<file path="src/rtl/control_sequencer.sv">
// Hardwired Moore control unit: fetch (T0-T2), decode (T3), execute (T4-T6), HALT.
// Optional build macro CS_MEM_WAIT_EN: T1 stalls until mem_rdy is sampled high.
module control_sequencer #(
    parameter int             OPW     = 5,
    parameter logic [OPW-1:0] OP_ADD  = OPW'(3),
    parameter logic [OPW-1:0] OP_SUB  = OPW'(4),
    parameter logic [OPW-1:0] OP_AND  = OPW'(5),
    parameter logic [OPW-1:0] OP_OR   = OPW'(6),
    parameter logic [OPW-1:0] OP_DIV  = OPW'(15),
    parameter logic [OPW-1:0] OP_MUL  = OPW'(16),
    parameter logic [OPW-1:0] OP_NOP  = OPW'(26),
    parameter logic [OPW-1:0] OP_HALT = OPW'(27)
) (
    input  logic           clock,
    input  logic           clear,
    input  logic [31:0]    ir,
    input  logic           mem_rdy,
    output logic           PCout,
    output logic           PCin,
    output logic           IncPC,
    output logic           MARin,
    output logic           Read,
    output logic           MDRin,
    output logic           MDRout,
    output logic           IRin,
    output logic           Yin,
    output logic           ZLowIn,
    output logic           ZHighIn,
    output logic           ZLowOut,
    output logic           ZHighOut,
    output logic           LOin,
    output logic           HIin,
    output logic           Gra,
    output logic           Grb,
    output logic           Grc,
    output logic           Rin,
    output logic           Rout,
    output logic [OPW-1:0] alu_op,
    output logic           illegal,
    output logic           halted
);

    typedef enum logic [3:0] {
        S_RST,
        S_T0,
        S_T1,
        S_T2,
        S_T3,
        S_T4,
        S_T5,
        S_T6,
        S_HALT
    } state_t;

    state_t state_reg;
    state_t state_next;

    logic [OPW-1:0] opcode;
    logic           is_alu;
    logic           is_muldiv;

    assign opcode    = ir[31:31-OPW+1];
    assign is_alu    = (opcode == OP_ADD) || (opcode == OP_SUB) ||
                       (opcode == OP_AND) || (opcode == OP_OR);
    assign is_muldiv = (opcode == OP_MUL) || (opcode == OP_DIV);

`ifdef CS_MEM_WAIT_EN
    logic unused_inputs;
    assign unused_inputs = &{1'b0, ir[31-OPW:0]};
`else
    logic unused_inputs;
    assign unused_inputs = &{1'b0, ir[31-OPW:0], mem_rdy};
`endif

    always_ff @(posedge clock or negedge clear) begin
        if (!clear) begin
            state_reg <= S_RST;
        end else begin
            state_reg <= state_next;
        end
    end

    // Strobes are a pure decode of the current state (plus the opcode from T3 on).
    always_comb begin
        state_next = state_reg;
        PCout      = 1'b0;
        PCin       = 1'b0;
        IncPC      = 1'b0;
        MARin      = 1'b0;
        Read       = 1'b0;
        MDRin      = 1'b0;
        MDRout     = 1'b0;
        IRin       = 1'b0;
        Yin        = 1'b0;
        ZLowIn     = 1'b0;
        ZHighIn    = 1'b0;
        ZLowOut    = 1'b0;
        ZHighOut   = 1'b0;
        LOin       = 1'b0;
        HIin       = 1'b0;
        Gra        = 1'b0;
        Grb        = 1'b0;
        Grc        = 1'b0;
        Rin        = 1'b0;
        Rout       = 1'b0;
        alu_op     = '0;
        illegal    = 1'b0;
        halted     = 1'b0;

        case (state_reg)
            S_RST: begin
                state_next = S_T0;
            end

            S_T0: begin
                PCout      = 1'b1;
                MARin      = 1'b1;
                IncPC      = 1'b1;
                ZLowIn     = 1'b1;
                state_next = S_T1;
            end

            S_T1: begin
                ZLowOut = 1'b1;
                PCin    = 1'b1;
                Read    = 1'b1;
                MDRin   = 1'b1;
`ifdef CS_MEM_WAIT_EN
                // Re-latching PC while stalled is harmless: Z is not written here.
                state_next = mem_rdy ? S_T2 : S_T1;
`else
                state_next = S_T2;
`endif
            end

            S_T2: begin
                MDRout     = 1'b1;
                IRin       = 1'b1;
                state_next = S_T3;
            end

            S_T3: begin
                if (opcode == OP_NOP) begin
                    state_next = S_T0;
                end else if (opcode == OP_HALT) begin
                    state_next = S_HALT;
                end else if (is_alu) begin
                    Grb        = 1'b1;
                    Rout       = 1'b1;
                    Yin        = 1'b1;
                    state_next = S_T4;
                end else if (is_muldiv) begin
                    Gra        = 1'b1;
                    Rout       = 1'b1;
                    Yin        = 1'b1;
                    state_next = S_T4;
                end else begin
                    illegal    = 1'b1;
                    state_next = S_T0;
                end
            end

            S_T4: begin
                if (is_alu) begin
                    Grc        = 1'b1;
                    Rout       = 1'b1;
                    ZLowIn     = 1'b1;
                    alu_op     = opcode;
                    state_next = S_T5;
                end else if (is_muldiv) begin
                    Grb        = 1'b1;
                    Rout       = 1'b1;
                    ZLowIn     = 1'b1;
                    ZHighIn    = 1'b1;
                    alu_op     = opcode;
                    state_next = S_T5;
                end else begin
                    // ir is expected to be stable here; recover to fetch if it is not.
                    state_next = S_T0;
                end
            end

            S_T5: begin
                if (is_alu) begin
                    ZLowOut    = 1'b1;
                    Gra        = 1'b1;
                    Rin        = 1'b1;
                    state_next = S_T0;
                end else if (is_muldiv) begin
                    ZLowOut    = 1'b1;
                    LOin       = 1'b1;
                    state_next = S_T6;
                end else begin
                    state_next = S_T0;
                end
            end

            S_T6: begin
                ZHighOut   = 1'b1;
                HIin       = 1'b1;
                state_next = S_T0;
            end

            S_HALT: begin
                halted     = 1'b1;
                state_next = S_HALT;
            end

            default: begin
                state_next = S_RST;
            end
        endcase
    end

endmodule

</file>
<file path="config.mk">
export PLATFORM = sky130hd
export DESIGN_NAME = control_sequencer
export DESIGN_NICKNAME = d
export VERILOG_FILES = /design/src/rtl/control_sequencer.sv
export SDC_FILE = /design/constraint.sdc
export NUM_CORES = 1
export LEC_CHECK = 0
export CAP_MARGIN = 20
export CELL_PAD_IN_SITES_DETAIL_PLACEMENT = 1
export CELL_PAD_IN_SITES_GLOBAL_PLACEMENT = 2
export CORE_UTILIZATION = 10
export CTS_BUF_LIST = sky130_fd_sc_hd__clkbuf_4 sky130_fd_sc_hd__clkbuf_8 sky130_fd_sc_hd__clkbuf_16
export CTS_CLUSTER_DIAMETER = 100
export DETAILED_ROUTE_END_ITERATION = 8
export GPL_ROUTABILITY_DRIVEN = 0
export PLACE_DENSITY_LB_ADDON = 0.1
export SYNTH_ARGS = -nofsm -noshare
export SYNTH_HDL_FRONTEND = slang
export SYNTH_SLANG_ARGS = --single-unit
</file>
<file path="constraint.sdc">
create_clock -name clock -period 1.5 [get_ports clock]
set_input_delay 0.225 -clock clock [delete_from_list [all_inputs] [get_ports clock]]
set_output_delay 0.225 -clock clock [all_outputs]
set_load 0.1 [all_outputs]
</file>
==> results.sh <==
export IMPL_run_status="finished, violations left"
export IMPL_violations="setup timing"
export IMPL_syn2layout_area_growth_pct=252.2
export IMPL_r2r_end="state_reg[1]$_DFF_PN0_"
export IMPL_p_total_mw=3.952
export IMPL_cp_end_kind="primary output"
export IMPL_arrival_ps=1770
export IMPL_reg2regPathDepth=6
export IMPL_synth_top_area_cell="dfrtp_1"
export IMPL_drive_gt1_frac=0.8603
export IMPL_fin_util=0.3650
export IMPL_cts_root_buf="clkbuf_8"
export IMPL_synthTopCellsByCount="10 x nor2_1, 7 x nor3_1, 6 x buf_4"
export IMPL_pin_count=62
export IMPL_synth_most_common_cell="nor2_1"
export IMPL_crit_slowest_cell="or4b_4"
export IMPL_totalWireLength_mm=2.648
export IMPL_critPathTopFamily="simple AND/OR/NAND/NOR gates"
export IMPL_crit_chain="buf_6, or4b_4, o22a_4, and2_4, a211oi_4, buf_12"
export IMPL_leakage_nw=0.7339
export IMPL_startpoint_type="input port"
export IMPL_place_detailed_hpwl_mm=2.091
export IMPL_tritoncts_num_sinks=4
export IMPL_hold_viol=0
export IMPL_drc=0
export IMPL_yosysSeqAreaShare=0.1891
export IMPL_htreeDepth=1
export IMPL_worstMarginPinSlew_ps=317.4
export IMPL_yosysWarnings=0
export IMPL_critPathKind="input port to primary output"
export IMPL_start_util=0.1036
export IMPL_setup_viol=26
export IMPL_vias_per_cell=3.733
export IMPL_die_y_um=74.75
export IMPL_final_antenna_net_count=0
export IMPL_critPathMaxStageDelay_ps=560
export IMPL_slew_violations=0
export IMPL_antenna_found_initial=0
export IMPL_grt_max_degree=11
export IMPL_syn_area_um2=529.3
export IMPL_nFillCells=561
export IMPL_drtIter0Drc=16
export IMPL_synthTopCellsByArea="dfrtp_1 19%, buf_4 8.5%, nor2_1 7.1%, nor3_1 6.6%, and2_1 4.7%"
export IMPL_powerDensity_nw_per_um2=2120
export IMPL_fmax_mhz=500.3
export IMPL_setup_ws_ps=-498.6
export IMPL_synth_top_area_frac=0.1891
export IMPL_port_buffers=33
export IMPL_crit_end="ZLowOut"
export IMPL_synth_edf_count=0
export IMPL_hold_buffers=0
export IMPL_syn_inst=68
export IMPL_fin_skew_ps=3.885
export IMPL_hold_slack_ps=205.1
export IMPL_fin_crit_sh=1.332
export IMPL_grt_setup_unrepaired="yes"
export IMPL_overflow=0
export IMPL_path_clk_slew_ps=40
export IMPL_first_pass_iters=2
export IMPL_relSlewSlack=0.7875
export IMPL_cts_tree="done"
export IMPL_synth_top_flop_cell="dfrtp_1"
export IMPL_grt_pass1_vias=857
export IMPL_dieArea_um2=5588
export IMPL_ir_worst_vdd_mv=0.9506
export IMPL_die_width_um=74.75
export IMPL_syn_num_nets=103
export IMPL_synth_seq_cells=4
export IMPL_min_period_ps=1999
export IMPL_largest_reg_flops=4
export IMPL_wl_per_cell_um=12.85
export IMPL_num_rows=26
export IMPL_nets=172
export IMPL_cap_violations=0
export IMPL_fp_coreArea_um2=5107
export IMPL_synth_cell_type_count=33
export IMPL_critPathRequiredTime_ps=1270
export IMPL_grt_usage=0.1058
export IMPL_critical_path_startpoint="ir[27]"
export IMPL_dr_total_vias=769
export IMPL_worstPathMaxFanout=5
export IMPL_numCtsBuffers=3
export IMPL_path_buf_inv=2
export IMPL_rrSetupSlack_ps=20
export IMPL_cp_depth=6
export IMPL_clockBufferDepth=2
export IMPL_avgSynthCellArea_um2=7.783
export IMPL_worstReg2RegStart="state_reg[0]$_DFF_PN0_"
export IMPL_antenna_cells=0
export IMPL_clock_latency_ps=220
export IMPL_setup_tns_ps=-7406
export IMPL_hold_class="input port to asynchronous set/reset pin"
export IMPL_synth_async_reset_ratio=1.000
export IMPL_grt_pass1_wl_mm=4.388
[cells in the final DEF, fill, tap and decap left out, types with 2 or more instances in the layout]
master / synthesis / layout
and2_4: 1 / 5
buf_12: 0 / 30
buf_4: 6 / 23
buf_6: 0 / 17
clkbuf_8: 0 / 3
dfrtp_1: 4 / 3
nand2_1: 4 / 2
nand2_8: 0 / 2
nand2b_1: 4 / 2
nand2b_4: 0 / 2
nor2_1: 10 / 2
nor2_4: 0 / 7
nor3_4: 0 / 6
or2_4: 0 / 2
[routing by layer]
layer	share of wire	track usage
met5	0	0
met1	0.41	0.1345
met2	0.54	0.1842
met4	0.0030	0.01258
met3	0.046	0.02811
[worst min path at each step]
| stage | from | endpoint | slack [ps] | cells past startpoint |
|---|---|---|---|---|
| finish | clear | state_reg[1]$_DFF_PN0_ | 210 | 1 |
| floorplan | clear | state_reg[0]$_DFF_PN0_ | -70 | 0 |
| detailed placement | clear | state_reg[3]$_DFF_PN0_ | 440 | 1 |
| global placement | clear | state_reg[2]$_DFF_PN0_ | 440 | 1 |
| global route | clear | state_reg[1]$_DFF_PN0_ | 220 | 1 |
| CTS | clear | state_reg[1]$_DFF_PN0_ | 210 | 1 |
[logic make-up after synthesis]
kind of cell | synth area share
compound gates | 0.2364
mux | 0.02128
flops | 0.1891
buf+inv | 0.1229
simple gates | 0.4303
[power breakdown]
group | internal [mW] | switching [mW]
Clock | 0.200 | 0.0634
Sequential | 0.153 | 0.0567
Combinational | 1.38 | 2.09
Total | 1.74 | 2.21
[timing repair]
action / in CTS / in global routing
pin swaps: 13 / 12
setup endpoints to repair: 30 / 29
gates resized for setup: 40 / 13
buffers inserted: 9 / 8
[through the flow]
| step | instance area, µm² | instances | setup WS, ps |
|---|---|---|---|
| 3_3_place_gp | 1653 | 193 | -835.3 |
| 4_1_cts | 1833 | 205 | -547.4 |
| 3_5_place_dp | 1653 | 193 | -855.6 |
| 2_1_floorplan | 853.3 | 68 | -901.7 |
| 6_report | 1864 | 206 | -498.6 |
| 5_1_grt | 1864 | 206 | -523.0 |
[layout make-up]
cell class / count / area [µm²] / area share
well taps: 70 / 87.58 / 0.04698
clock buffers: 4 / 48.80 / 0.02617
repair buffers: 73 / 984.7 / 0.5282
inverters: 2 / 15.01 / 0.008054
flip-flops and latches: 4 / 101.3 / 0.05436
multi-input cells: 53 / 626.9 / 0.3362
(Power assumes the default switching activity.)
